`config.mk`:
```
export PLATFORM = sky130hd
export DESIGN_NAME = operand_fetch
export DESIGN_NICKNAME = d
export VERILOG_FILES = /design/src/rtl/operand_fetch.sv
export SDC_FILE = /design/constraint.sdc
export NUM_CORES = 1
export LEC_CHECK = 0
export CAP_MARGIN = 20
export CORE_ASPECT_RATIO = 0.8
export CORE_MARGIN = 5
export CORE_UTILIZATION = 50
export CTS_CLUSTER_DIAMETER = 120
export DETAILED_ROUTE_END_ITERATION = 7
export PLACE_DENSITY = 0.84
export SLEW_MARGIN = 0
export SYNTH_ARGS = -nofsm -noshare
export SYNTH_HDL_FRONTEND = slang
export SYNTH_SLANG_ARGS = --single-unit
export TNS_END_PERCENT = 100
```
`constraint.sdc`:
```
create_clock -name clk -period 2.87 [get_ports clk]
set_clock_uncertainty 0.2 [all_clocks]
set_input_delay 0.4305 -clock clk [delete_from_list [all_inputs] [get_ports clk]]
set_output_delay 0.4305 -clock clk [all_outputs]
set_load 0.005 [all_outputs]
```
`src/rtl/operand_fetch.sv`:
```
// Operand fetch stage: reads the register file, applies writeback bypass and x0 forcing,
// and hands operands to execute through a 2-entry skid buffer that snoops writebacks.
module operand_fetch #(
    parameter int XLEN = 32,
    parameter int AW   = 5,
    parameter int SCW  = 16
) (
    input  logic            clk,
    input  logic            r,
    input  logic            in_valid,
    output logic            in_ready,
    input  logic [AW-1:0]   in_rs1,
    input  logic [AW-1:0]   in_rs2,
    output logic [AW-1:0]   rf_rs1,
    output logic [AW-1:0]   rf_rs2,
    input  logic [XLEN-1:0] rf_dataA,
    input  logic [XLEN-1:0] rf_dataB,
    input  logic            wb_valid,
    input  logic [AW-1:0]   wb_rd,
    input  logic [XLEN-1:0] wb_data,
    output logic            out_valid,
    input  logic            out_ready,
    output logic [XLEN-1:0] out_opA,
    output logic [XLEN-1:0] out_opB,
    output logic [AW-1:0]   out_rs1,
    output logic [AW-1:0]   out_rs2,
    output logic [SCW-1:0]  stall_cnt
);

    logic            skid_valid;
    logic [XLEN-1:0] skid_opA;
    logic [XLEN-1:0] skid_opB;
    logic [AW-1:0]   skid_rs1;
    logic [AW-1:0]   skid_rs2;

    logic            accept;
    logic            out_free;
    logic            pop;
    logic            wb_live;
    logic [XLEN-1:0] cap_opA;
    logic [XLEN-1:0] cap_opB;
    logic [XLEN-1:0] snp_out_opA;
    logic [XLEN-1:0] snp_out_opB;
    logic [XLEN-1:0] snp_skid_opA;
    logic [XLEN-1:0] snp_skid_opB;

    assign rf_rs1   = in_rs1;
    assign rf_rs2   = in_rs2;
    assign in_ready = !r && !skid_valid;
    assign accept   = in_valid && in_ready;
    assign out_free = !out_valid || out_ready;
    assign pop      = out_valid && out_ready;
    assign wb_live  = wb_valid && (wb_rd != '0);

    // Capture path: x0 reads as zero, and a same-cycle writeback wins over the stale rf read.
    always_comb begin
        cap_opA = rf_dataA;
        cap_opB = rf_dataB;
        if (in_rs1 == '0)
            cap_opA = '0;
        else if (wb_live && wb_rd == in_rs1)
            cap_opA = wb_data;
        if (in_rs2 == '0)
            cap_opB = '0;
        else if (wb_live && wb_rd == in_rs2)
            cap_opB = wb_data;
    end

    always_comb begin
        snp_out_opA  = (wb_live && wb_rd == out_rs1)  ? wb_data : out_opA;
        snp_out_opB  = (wb_live && wb_rd == out_rs2)  ? wb_data : out_opB;
        snp_skid_opA = (wb_live && wb_rd == skid_rs1) ? wb_data : skid_opA;
        snp_skid_opB = (wb_live && wb_rd == skid_rs2) ? wb_data : skid_opB;
    end

    always_ff @(posedge clk) begin
        if (r) begin
            out_valid  <= 1'b0;
            out_opA    <= '0;
            out_opB    <= '0;
            out_rs1    <= '0;
            out_rs2    <= '0;
            skid_valid <= 1'b0;
            skid_opA   <= '0;
            skid_opB   <= '0;
            skid_rs1   <= '0;
            skid_rs2   <= '0;
        end else if (accept && out_free) begin
            out_valid <= 1'b1;
            out_opA   <= cap_opA;
            out_opB   <= cap_opB;
            out_rs1   <= in_rs1;
            out_rs2   <= in_rs2;
        end else if (accept) begin
            // Output is stalled here, so the held entry keeps snooping while the skid fills.
            skid_valid <= 1'b1;
            skid_opA   <= cap_opA;
            skid_opB   <= cap_opB;
            skid_rs1   <= in_rs1;
            skid_rs2   <= in_rs2;
            out_opA    <= snp_out_opA;
            out_opB    <= snp_out_opB;
        end else if (pop && skid_valid) begin
            skid_valid <= 1'b0;
            out_opA    <= snp_skid_opA;
            out_opB    <= snp_skid_opB;
            out_rs1    <= skid_rs1;
            out_rs2    <= skid_rs2;
        end else if (pop) begin
            out_valid <= 1'b0;
        end else begin
            if (out_valid) begin
                out_opA <= snp_out_opA;
                out_opB <= snp_out_opB;
            end
            if (skid_valid) begin
                skid_opA <= snp_skid_opA;
                skid_opB <= snp_skid_opB;
            end
        end
    end

    always_ff @(posedge clk) begin
        if (r)
            stall_cnt <= '0;
        else if (out_valid && !out_ready && stall_cnt != {SCW{1'b1}})
            stall_cnt <= stall_cnt + 1'b1;
    end

endmodule

```
==> results by group <==
GRT
  • Vias in the first global route: 9940
  • Total Routing Usage GR: 0.289
  • Largest net degree at the start of global routing: 77
  • First-pass GRT wire length: 53500 um
  • Initial antenna violation count: 1
  • Grt ovf: 0

Logic synthesis
  • Synth warn: 0
  • Mean Syn Cell Area: 8.92 um^2
  • Part of the Yosys area used for sequential elements: 0.336
  • Post-Synthesis Cells: 1109
  • Seq cells post-synth: 166
  • Post-synth cell types: 58
  • Synth Flop Type: dfxtp_1
  • Asr flop ratio synth: 0
  • Syn Nets: 1226
  • Syn Std Cell Area: 0.00990 mm^2
  • Post-synth EDFFs: 0

Setup path
  • CP Capture Type: register
  • Worst EP arrival: 2940 ps
  • CP required: 2990 ps
  • Crit path max-delay family: buffers and inverters
  • CP max stage delay: 560 ps
  • CP max FO: 20
  • Flop2flop setup slack: 290 ps
  • Slowest-stage cell, CP: clkdlybuf4s50_1
  • Bufs and invs on worst path: 3
  • Startpoint types: input port
  • Cell Chain, Critical Path: clkdlybuf4s50_1 -> buf_4 -> xnor2_1 -> nand3_1 -> nor4_4 -> buf_12 -> mux2i_1 -> a221o_1 -> a211oi_1
  • CP Class: in -> reg

Pwr
  • Sw Ratio: 0.272
  • LEAKAGE: 4.67 nW
  • Pwr Total: 5.88 mW
  • P_sw: 1.60 mW
  • Sequential power share: 0.417
  • VDD IR max: 259 uV
  • Clk pwr share: 0.398
  • Cell Int Power: 4.28 mW
  • Pwr Density: 446 mW/mm^2
  • Combinational power share: 0.185

Clock tree
  • Post-CTS sizing: 0
  • Longest Clk Path Bufs: 2
  • Clock slew at reported path FFs: 70 ps
  • Post-CTS Setup Bufs: 0
  • Hold_buf cts: 0
  • Clock latency on the worst-skew pair: 430 ps
  • Num CTS Buffers: 17
  • H-tree Lvls: 4
  • TritonCTS clock tree: yes
  • Clock sinks: 166
  • Clk root buf: clkbuf_16

Floorplan
  • Num rows: 46
  • Die height: 136 um
  • Core area: 0.0196 mm^2
  • Die outline width: 167 um
  • # IOs: 218
  • Starting Density: 0.504
  • DIE AREA: 0.0227 mm^2

Drt
  • # DRC: 1
  • Drt wl/cell: 22.0 um
  • Via-to-Cell Ratio: 6.50
  • 1st-iter DRT viols: 1342
  • Routed Antenna Nets: 0
  • DRT Pass-1 Iters: 8
  • Routed vias: 10200
  • Final wirelength: 34500 um

Timing
  • Setup TNS: 0 ps
  • Setup-failing EPs final: 0
  • Final Hold Vio Count: 0
  • Worst Slack Setup Final: 51.1 ps
  • Min Tclk post-route: 2820 ps
  • Worst-Margin Slew: 702 ps
  • Slew Limit Headroom: 0.530
  • Fin. max-slew vios: 0
  • Final Cycle Share: 0.982
  • Fmax: 355 MHz

Cells and area
  • Area Overhead vs Synth: 33.2%
  • N_diodes: 0
  • Most common cell after layout, fill and taps aside: clkdlybuf4s50_1
  • Layout net count: 1403
  • Finished Layout Cells: 1563
  • Most frequent cells in the layout: clkdlybuf4s50_1 (216), dfxtp_1 (166), mux2i_1 (108)
  • Layout cells sized above 1: 0.123
  • # fillers: 1498

Placement
  • Number of buffers added on ports: 217
  • Global placement routability congestion: 0.908
  • DPL Wire Length: 22900 um
  • Post-place setup slack: -329 ps
  • Dpl cells: 1530

Outcome
  • Failing checks: design-rule violations
  • Status: finished with violations

Min path
  • Worst hold path class: in -> reg

Run
  • Total of max-cap violations: 0
routing by layer:
metal	vias up	share of wire	track usage
met1	4841	0.40	0.379
met5	-	0.00020	0
met3	78	0.11	0.0695
met2	706	0.46	0.469
li1	4538	-	-
met4	2	0.026	0.104
worst register-to-register path, cell delays in order, from the launching register on:
cell	delay, ps
dfxtp_1	430
xnor2_1	140
nand3_1	140
nor4_4	540
buf_12	270
mux2i_1	100
a221o_1	350
a211oi_1	290
area by class of cell:
class | instances | area (um^2) | share of cell area
Multi-Input combinational cell | 764 | 5740 | 0.436
Timing Repair Buffer | 300 | 3060 | 0.232
Clock inverter | 11 | 124 | 0.00940
Sequential cell | 166 | 3320 | 0.252
Tap cell | 264 | 330 | 0.0251
Clock buffer | 21 | 470 | 0.0357
Inverter | 37 | 139 | 0.0105
through the flow:
| step | cell area, um^2 | hold slack (ps) | utilization |
|---|---|---|---|
| final | 13200 | 153 | 0.672 |
| after global routing | 13200 | 148 | 0.672 |
| after CTS | 13200 | 134 | 0.671 |
| after detailed placement | 12600 | 248 | 0.641 |
| after global placement | 12600 | 236 | 0.641 |
| after floorplan | 9900 | 226 | - |
worst paths after layout:
check | startpoint | to | cells past startpoint
min reg2reg | skid_opB[8] | skid_opB[8] | 2
max reg2reg | out_rs2[4] | out_opB[17] | 7
max | wb_rd[4] | out_opB[17] | 9
min | r | out_rs2[2] | 2
cells by family (layout without fill, tap and decap cells):
kind of cell	after synthesis	after routing	synth area share
muxes	112	112	0.114
xor gates and xnor gates	42	42	0.0372
DFF	166	166	0.336
AOI/OAI and AO/OA	326	326	0.280
adders and majority gates	1	1	0.00126
and+or+nand+nor	283	283	0.144
buffers and inverters	179	369	0.0882
power groups by stage:
stage               sequential (mW)  clock [mW]  combinational, mW
finish                         2.45        2.34               1.09
global route                   2.46        2.45               1.15
CTS                            2.45        2.35               1.07
detailed placement             2.50           0               1.06
global placement               2.50           0               1.04
floorplan                      2.48           0              0.541
cells in the mapped netlist (5+ instances only):
library cell / number / area share
a2111oi_2: 20 / 0.030
a211oi_1: 78 / 0.059
a21oi_1: 47 / 0.024
a221o_1: 49 / 0.050
a222oi_1: 41 / 0.041
a22o_1: 9 / 0.0080
a2bb2oi_1: 19 / 0.017
a31oi_1: 13 / 0.0082
and3_1: 36 / 0.023
buf_2: 23 / 0.012
buf_4: 22 / 0.017
buf_6: 12 / 0.014
clkbuf_1: 83 / 0.031
dfxtp_1: 166 / 0.34
inv_1: 37 / 0.014
mux2i_1: 108 / 0.11
nand2_1: 96 / 0.036
nand3_1: 22 / 0.011
nand3b_1: 7 / 0.0053
nand4_1: 7 / 0.0044
nor2_1: 62 / 0.024
nor2b_1: 23 / 0.015
nor3_1: 8 / 0.0040
o21ai_0: 6 / 0.0030
o22ai_1: 10 / 0.0063
or3_1: 5 / 0.0032
xnor2_1: 23 / 0.020
xor2_1: 19 / 0.017
sequential cells by signal (all words and copies together), names as in the netlist:
register	count
skid_opB	32
out_opA	32
out_opB	32
skid_valid	1
skid_rs2	5
out_rs1	5
out_rs2	5
out_valid	1
stall_cnt	16
skid_opA	32
skid_rs1	5
Power figures use the tool's default switching activity.
